===== src/rtl/calc_seq_ctrl.sv =====
// calc_seq_ctrl - sequencing controller for the FSM-controlled calculator.
//
// Collects NUM_OPS operands from the switches, one per enter press, then
// latches the operation select and holds the result display. A press in
// RESULT chains the result back in as operand 0 and collects the rest.
//
// Optional feature macro: CALC_TIMEOUT_EN. When defined, an inactivity
// timer aborts to IDLE after TIMEOUT_CYC quiet cycles in GET/DISP/COMPUTE.
// When undefined, there is no timer and timeout is tied low.
//
// Ports:
//   clk, reset      clock; asynchronous active-high reset
//   start           level, begins a calculation (IDLE and RESULT only)
//   enter           level, synchronised and debounced push button
//   abort           level, return to IDLE
//   sw_data         operand value from the switches
//   op_sel          operation select
//   op_code         datapath command
//   wr_en           one-cycle operand write strobe
//   wr_addr         operand register index
//   wr_data         operand write data (= sw_data)
//   compute_op      operation: live in COMPUTE, latched otherwise
//   state           current state for the HEX display
//   done            high in RESULT
//   timeout         one-cycle pulse on inactivity abort
//
// state   | meaning
// --------+------------------------------------------------
// IDLE    | waiting for start
// CLEAR   | clear datapath, reset operand index
// GET     | wait for enter press, write operand on the rise
// DISP    | show operand, wait for enter release
// CHAIN   | copy result into operand 0, continue at index 1
// COMPUTE | op_sel shown live, press to latch it
// RESULT  | hold result display

module calc_seq_ctrl #(
  parameter int DATA_W      = 4,
  parameter int NUM_OPS     = 2,
  parameter int TIMEOUT_CYC = 50_000_000
) (
  input  logic                        clk,
  input  logic                        reset,
  input  logic                        start,
  input  logic                        enter,
  input  logic                        abort,
  input  logic [DATA_W-1:0]           sw_data,
  input  logic [1:0]                  op_sel,
  output logic [2:0]                  op_code,
  output logic                        wr_en,
  output logic [$clog2(NUM_OPS)-1:0]  wr_addr,
  output logic [DATA_W-1:0]           wr_data,
  output logic [1:0]                  compute_op,
  output logic [2:0]                  state,
  output logic                        done,
  output logic                        timeout
);

  localparam int IDX_W = $clog2(NUM_OPS);

  typedef enum logic [2:0] {
    S_IDLE    = 3'b000,
    S_CLEAR   = 3'b001,
    S_GET     = 3'b010,
    S_DISP    = 3'b011,
    S_CHAIN   = 3'b100,
    S_COMPUTE = 3'b110,
    S_RESULT  = 3'b111
  } state_t;

  localparam logic [2:0] OP_NOOP     = 3'b000;
  localparam logic [2:0] OP_LOAD_RES = 3'b001;
  localparam logic [2:0] OP_DISP_OPD = 3'b010;
  localparam logic [2:0] OP_COMPUTE  = 3'b101;
  localparam logic [2:0] OP_DISP_RES = 3'b110;
  localparam logic [2:0] OP_CLEAR    = 3'b111;

  state_t            state_q, state_d;
  logic [IDX_W-1:0]  idx_q, idx_d;
  logic              enter_q, enter_d;
  logic [1:0]        compute_op_q, compute_op_d;
  logic              enter_rise;
  logic              timeout_hit;

  assign enter_rise = enter & ~enter_q;
  assign enter_d    = enter;

  always_ff @(posedge clk or posedge reset) begin
    if (reset) begin
      state_q      <= S_IDLE;
      idx_q        <= '0;
      enter_q      <= 1'b0;
      compute_op_q <= 2'b00;
    end else begin
      state_q      <= state_d;
      idx_q        <= idx_d;
      enter_q      <= enter_d;
      compute_op_q <= compute_op_d;
    end
  end

  always_comb begin
    state_d      = state_q;
    idx_d        = idx_q;
    compute_op_d = compute_op_q;
    if (abort || timeout_hit) begin
      state_d = S_IDLE;
      idx_d   = '0;
    end else begin
      case (state_q)
        S_IDLE: begin
          if (start) state_d = S_CLEAR;
        end
        S_CLEAR: begin
          idx_d   = '0;
          state_d = S_GET;
        end
        S_GET: begin
          if (enter_rise) state_d = S_DISP;
        end
        S_DISP: begin
          // Waiting for release here is what makes one press one operand.
          if (!enter) begin
            if (idx_q == IDX_W'(NUM_OPS - 1)) begin
              state_d = S_COMPUTE;
            end else begin
              idx_d   = idx_q + IDX_W'(1);
              state_d = S_GET;
            end
          end
        end
        S_COMPUTE: begin
          if (enter_rise) begin
            compute_op_d = op_sel;
            state_d      = S_RESULT;
          end
        end
        S_RESULT: begin
          if (start)           state_d = S_CLEAR;
          else if (enter_rise) state_d = S_CHAIN;
        end
        S_CHAIN: begin
          // Operand 0 now holds the previous result.
          idx_d   = IDX_W'(1);
          state_d = S_GET;
        end
        default: begin
          state_d = S_IDLE;
          idx_d   = '0;
        end
      endcase
    end
  end

  always_comb begin
    op_code = OP_NOOP;
    case (state_q)
      S_CLEAR:   op_code = OP_CLEAR;
      S_DISP:    op_code = OP_DISP_OPD;
      S_CHAIN:   op_code = OP_LOAD_RES;
      S_COMPUTE: op_code = OP_COMPUTE;
      S_RESULT:  op_code = OP_DISP_RES;
      default:   op_code = OP_NOOP;
    endcase
  end

  // No write when the same edge is leaving for IDLE.
  assign wr_en      = (state_q == S_GET) && enter_rise && !abort && !timeout_hit;
  assign wr_addr    = idx_q;
  assign wr_data    = sw_data;
  assign compute_op = (state_q == S_COMPUTE) ? op_sel : compute_op_q;
  assign state      = state_q;
  assign done       = (state_q == S_RESULT);

`ifdef CALC_TIMEOUT_EN
  localparam int TMR_W = $clog2(TIMEOUT_CYC + 1);

  logic [TMR_W-1:0] tmr_q, tmr_d;
  logic             tmr_active;

  assign tmr_active  = (state_q == S_GET) || (state_q == S_DISP) ||
                       (state_q == S_COMPUTE);
  assign timeout_hit = tmr_active && (tmr_q == TMR_W'(TIMEOUT_CYC));
  // abort outranks the timeout, so the pulse is suppressed when both fire.
  assign timeout     = timeout_hit && !abort;

  always_comb begin
    tmr_d = tmr_q + TMR_W'(1);
    if (!tmr_active || (state_d != state_q) || (enter != enter_q)) begin
      tmr_d = '0;
    end
  end

  always_ff @(posedge clk or posedge reset) begin
    if (reset) tmr_q <= '0;
    else       tmr_q <= tmr_d;
  end
`else
  assign timeout_hit = 1'b0;
  assign timeout     = 1'b0;
`endif

endmodule


===== config.mk =====
export PLATFORM = sky130hd
export DESIGN_NAME = calc_seq_ctrl
export DESIGN_NICKNAME = d
export VERILOG_FILES = /design/src/rtl/calc_seq_ctrl.sv
export SDC_FILE = /design/constraint.sdc
export NUM_CORES = 1
export LEC_CHECK = 0
export CORE_AREA = 2 2 39 41
export CTS_BUF_LIST = sky130_fd_sc_hd__clkbuf_8
export CTS_CLUSTER_DIAMETER = 30
export CTS_CLUSTER_SIZE = 16
export DETAILED_ROUTE_END_ITERATION = 16
export DIE_AREA = 0 0 41 43
export PLACE_DENSITY_LB_ADDON = 0.05
export SYNTH_ARGS = -nofsm -noshare
export SYNTH_HDL_FRONTEND = slang
export SYNTH_SLANG_ARGS = --single-unit

===== constraint.sdc =====
create_clock -name clk -period 1.7 [get_ports clk]
set_clock_uncertainty 0.15 [all_clocks]
set_input_delay 0.255 -clock clk [delete_from_list [all_inputs] [get_ports clk]]
set_output_delay 0.255 -clock clk [all_outputs]
set_load 0.01 [all_outputs]

==> flow_metrics.tcl, run 1 <==
set metrics [dict create \
    cp_data_arrival_time_ns 1.32 \
    synth_edf_count 0 \
    dpl.hpwl_um 818 \
    wl_per_cell_um 11.1 \
    cts_tree "done" \
    clockBufferDepth 2 \
    ir_drop_mv 0.427 \
    dr.first_iter.drc_count 0 \
    crit_slowest_cell "dfrtp_1" \
    cap_violations 0 \
    hp-class "input port to async pin" \
    yosysSeqAreaShare_pct 35.5 \
    cp-end-kind "primary output" \
    yosys.cell_count.top_type "dfrtp_1" \
    status "complete, but fails checks" \
    grtUsageTotal_pct 14.3 \
    synth_seq_cells 7 \
    cts_sinks 7 \
    drt_wl_total_mm 1.08 \
    numCtsBuffers 3 \
    drive_gt1_share_pct 46.9 \
    gp_congestion 0.680 \
    rows 14 \
    viasPerCell 4.61 \
    ys_top_cells_by_count "7 x dfrtp_1, 6 x buf_4, 5 x mux2_2, 5 x nand2_1" \
    dp.cells 90 \
    power_uw 535 \
    avgSynthCellArea_um2 9.30 \
    dieArea_mm2 0.00176 \
    syn_inst 53 \
    drtPass1Iterations 1 \
    synth_cell_type_count 26 \
    worst_slack_ns -0.0225 \
    final_nets 93 \
    area.growth.synth_to_final_pct 57.1 \
    rsz0062_at_grt "true" \
    fin_crit_ns 1.72 \
    final_cells 97 \
    clk_pin_slew_ns 0.04 \
    yosys-top-cells-area "dfrtp_1 36%, mux2_2 11%, buf_4 9.1%" \
    reg2reg_slack_ns 0.20 \
    drv_slew 0 \
    power_leakage_uw 0.000411 \
    yosysWarnings 0 \
    violations "setup timing" \
    postSynth.asyncResetShare_pct 100 \
    htreeDepth 1 \
    synth.largest_area_cell "dfrtp_1" \
    num_antenna_cells 0 \
    antenna_left 0 \
    fin_crit_sh_pct 101 \
    grt_pass1_vias 398 \
    fillers 141 \
    vias 447 \
    grt_overflow_total 0 \
    synth_ff_type "dfrtp_1" \
    portBuffers 17 \
    grt_pass1_wl_mm 1.72 \
    antenna_found_initial 0 \
    insertion_delay_ns 0.23 \
    finalHoldViolCount 0 \
    io_pins 27 \
    synthesis.area_um2 493 \
    critPathMaxStageDelay_ns 0.37 \
    finalSetupViolations 4 \
    die_x_um 41 \
    required_ns 1.29 \
    syn_nets 64 \
    crit_path_start_kind "flop" \
    initial_core_util_pct 35.6 \
    die_y_um 43 \
    core_mm2 0.00138 \
    multi_input_area_um2 260 \
    fmaxAchievable_ghz 0.581 \
    grt_max_degree 13 \
    hold_buffers 0 \
    register_area_um2 176 \
    crit_chain "and2b_1 > nand2_2 > mux2_4 > buf_6" \
    critical_path_class "flop to primary output" \
    powerDensity_mw_per_mm2 691 \
    synth.top_cell.area_share_pct 35.5 \
    root_buffer "clkbuf_8" \
    drc_errors 0 \
    cp_max_fo 2 \
]
==> critical path, delay by kind of cell (launching register included) <==
| family | cells | cell delay, ns |
|---|---|---|
| multiplexers | 1 | 0.31 |
| buffers and inverters | 1 | 0.12 |
| flip-flops | 1 | 0.37 |
| AND/OR/NAND/NOR | 2 | 0.30 |
==> area by class of cell <==
cell class                      count  area share (%)
Clock buffer                        3            5.33
Clock inverter                      1           0.646
Inverter                            3            1.45
Multi-Input combinational cell     35            33.6
Sequential cell                     7            22.8
Tap cell                           16            2.58
Timing Repair Buffer               32            33.6
==> cells in the final DEF, fill, tap and decap left out <==
master           count
nor3b_1              1
or3b_4               1
mux2_2               3
nor3_1               2
mux2_4               2
nand3_2              1
a311oi_1             1
nor2b_1              1
and2b_1              2
clkdlybuf4s50_1      7
a21oi_1              1
nor2_1               1
clkinv_2             1
buf_6                3
clkbuf_2             2
nand2_2              1
and3_4               1
o211a_1              1
nand3_1              1
nand2b_1             1
nand3b_1             1
o21ai_0              3
clkbuf_8             3
nor2b_2              1
dfrtp_2              1
buf_4               14
buf_2                3
dlygate4sd2_1        3
nand2_1              4
inv_1                3
conb_1               1
a31oi_1              2
and2b_4              1
dfrtp_1              6
o21bai_1             1
==> per-layer routing <==
metal,GRT usage (%),wire (um),up-vias
li1,-,-,232
met3,6.28,94,0
met2,18.4,466,16
met1,21.3,517,199
met5,0,0,-
met4,4.00,0,0
==> cell families after synthesis <==
group / share of synthesized area, %
compound gates: 11.9
buf+inv: 14.7
flops: 35.5
mux: 11.4
other cells: 0.761
simple gates: 25.6
==> timing repair <==
item / in CTS / in global routing
pin swaps: 3 / 0
setup endpoints to repair: 9 / 6
buffers inserted: 3 / 0
resized for setup: 35 / 3
==> flip-flops by register name, summed over array words and instances, names as in the netlist <==
name / cells
wr_addr: 1
enter_q: 1
compute_op_q: 2
state: 3
==> power by group <==
group / total, uW / switching (uW) / internal (uW)
registers: 180 / 5.25 / 175
logic: 122 / 52.6 / 69.3
clock network: 233 / 74.5 / 159
total: 535 / 132 / 403
==> worst paths after layout <==
kind / cells after the start / end / startpoint
max: 4 / compute_op[1] / state[0]
min: 2 / enter_q / reset
max reg2reg: 5 / compute_op_q[1] / state[2]
min reg2reg: 1 / compute_op_q[0] / compute_op_q[0]
max in group asynchronous: 2 / state[1] / reset
min in group clk: 1 / compute_op_q[0] / compute_op_q[0]
==> through the flow <==
stage	worst slack, ns	setup TNS [ns]	util (%)	hold slack, ns	instance area, um^2
CTS	-0.0360	-0.113	56.5	0.110	782
global route	-0.0766	-0.262	56.0	0.137	774
finish	-0.0225	-0.0655	56.0	0.103	774
global placement	-0.325	-1.18	51.4	0.333	712
floorplan	0.223	0	-	-0.0916	493
detailed placement	-0.326	-1.15	51.4	0.341	712
(Power assumes the default switching activity.)
==> run 2, diff against run 1 <==
--- a/config.mk
+++ b/config.mk
@@ -12,6 +12,7 @@
 export DETAILED_ROUTE_END_ITERATION = 16
 export DIE_AREA = 0 0 41 43
 export PLACE_DENSITY_LB_ADDON = 0.05
+export REMOVE_ABC_BUFFERS = 1
 export SYNTH_ARGS = -nofsm -noshare
 export SYNTH_HDL_FRONTEND = slang
 export SYNTH_SLANG_ARGS = --single-unit
==> run 2 against run 1 <==
The run still ends with setup timing left. Fmax shrank 2.2%. Cell area increased by 7.8%. Sequential cell count unchanged. Via count is 12% higher. Clock power rose by 5%. Sequential share of layout area shrank 1.8 points. First-iteration DRC count rose by 4. Global-route usage up 2.3 points. Hold slack better by 0.0070 ns. Sequential power about the same. Largest cell class is now non-clock buffers.
==> flow_metrics.tcl, run 2 (same netlist as run 1, synthesis figures left out) <==
set metrics [dict create \
    status "complete, but fails checks" \
    violations "setup timing" \
    clockBufferDepth 2 \
    switching_power_uw 150 \
    reg2reg_slack_ns 0.17 \
    drv_slew 0 \
    antenna_found_initial 0 \
    finalSetupViolations 3 \
    numCtsBuffers 3 \
    layout_commonest_cell "buf_4" \
    finalHoldViolCount 0 \
    io_pins 27 \
    swShare_pct 26.4 \
    final.setup.tns_ns -0.130 \
    regToRegStartpoint "state[0]" \
    cp_data_arrival_time_ns 1.36 \
    hold_buffers 0 \
    multi_input_area_um2 268 \
    p_clk_share_pct 42.8 \
    register_area_um2 175 \
    final_nets 99 \
    vias 502 \
    rsz0062_at_grt "true" \
    grt_pass1_vias 464 \
    wl_per_cell_um 12.3 \
    core_mm2 0.00138 \
    drtPass1Iterations 4 \
    largest_reg_flops 3 \
    dieArea_mm2 0.00176 \
    grt_overflow_total 0 \
    fmaxAchievable_ghz 0.568 \
    final_area_um2 835 \
    pre_cts_slack_ns -0.347 \
    area.growth.synth_to_final_pct 69.3 \
    hp-class "input port to async pin" \
    cp_max_fo 3 \
    worst_slack_ns -0.0616 \
    die_y_um 43 \
    ir_drop_mv 0.423 \
    clk_pin_slew_ns 0.04 \
    required_ns 1.29 \
    fin_crit_ns 1.76 \
    die_x_um 41 \
    seq_power_share_pct 31.6 \
    holdWs_ns 0.110 \
    cts_sinks 7 \
    power.internal_uw 419 \
    critical_path_class "flop to primary output" \
    grt_pass1_wl_mm 1.91 \
    dr.first_iter.drc_count 4 \
    fin_crit_sh_pct 104 \
    crit_path_start_kind "flop" \
    comb_power_share_pct 25.6 \
    worstSetupStartpoint "state[0]" \
    rows 14 \
    htreeDepth 1 \
    portBuffers 17 \
    power_leakage_uw 0.000446 \
    cp-end-kind "primary output" \
    layout_common_cells "18 x buf_4, 7 x dfrtp_1, 7 x clkdlybuf4s50_1" \
    antenna_left 0 \
    viasPerCell 4.87 \
    fin_util_pct 60.3 \
    drt_wl_total_mm 1.27 \
    grtUsageTotal_pct 16.6 \
    drive_gt1_share_pct 49.4 \
    root_buffer "clkbuf_8" \
    grt_max_degree 8 \
    dpl.hpwl_um 825 \
    dpl_cell_area_um2 704 \
    num_antenna_cells 0 \
    gp_congestion 0.719 \
    cts_tree "done" \
    insertion_delay_ns 0.23 \
    powerDensity_mw_per_mm2 682 \
    drc_errors 0 \
    cap_violations 0 \
    initial_core_util_pct 35.6 \
    fillers 135 \
]
run 2: critical path: stages, from the launching register on:
cell and delay (ns):
dfrtp_1 0.39, and2b_1 0.24, nand2_2 0.08, mux2_4 0.30
buf_6 0.12
run 2: routing by layer:
layer	routed length (um)	global-route usage, %	vias up
li1	-	-	244
met1	547	19.0	228
met2	600	26.9	26
met3	104	3.14	4
met4	14	10.0	0
met5	0	0	-
run 2: path summary, 6_finish.rpt:
check / end / depth (start not counted)
hold / removal: wr_addr / 2
setup / recovery: compute_op[1] / 4
hold reg to reg: compute_op_q[0] / 1
max in group asynchronous: state[0] / 2
setup reg to reg: wr_addr / 7
min in group clk: compute_op_q[0] / 1
run 2: power groups by stage:
stage	sequential [uW]	combinational (uW)	clock, uW
5_1_grt	181	158	252
4_1_cts	180	139	241
6_report	180	146	244
2_1_floorplan	192	38.8	0
3_5_place_dp	183	125	0
3_3_place_gp	183	126	0
run 2: cell type report:
type | count | share of cell area, %
multi-input combinational | 35 | 32.1
clock inverter | 1 | 0.600
sequential | 7 | 21.0
timing repair buffer | 38 | 37.6
inverter | 3 | 1.35
clock buffer | 3 | 4.95
tap | 16 | 2.40
run 2: repair_timing:
item | 4_1_cts | 5_1_grt
pin swaps | 1 | 1
setup buffers | 8 | 2
resized for setup | 37 | 5
endpoints found under the setup margin | 9 | 7
run 2: stage by stage:
step | power (uW) | instances
4_1_cts | 560 | 101
3_3_place_gp | 309 | 89
6_report | 569 | 103
5_1_grt | 590 | 103
3_5_place_dp | 309 | 89
2_1_floorplan | 231 | 45
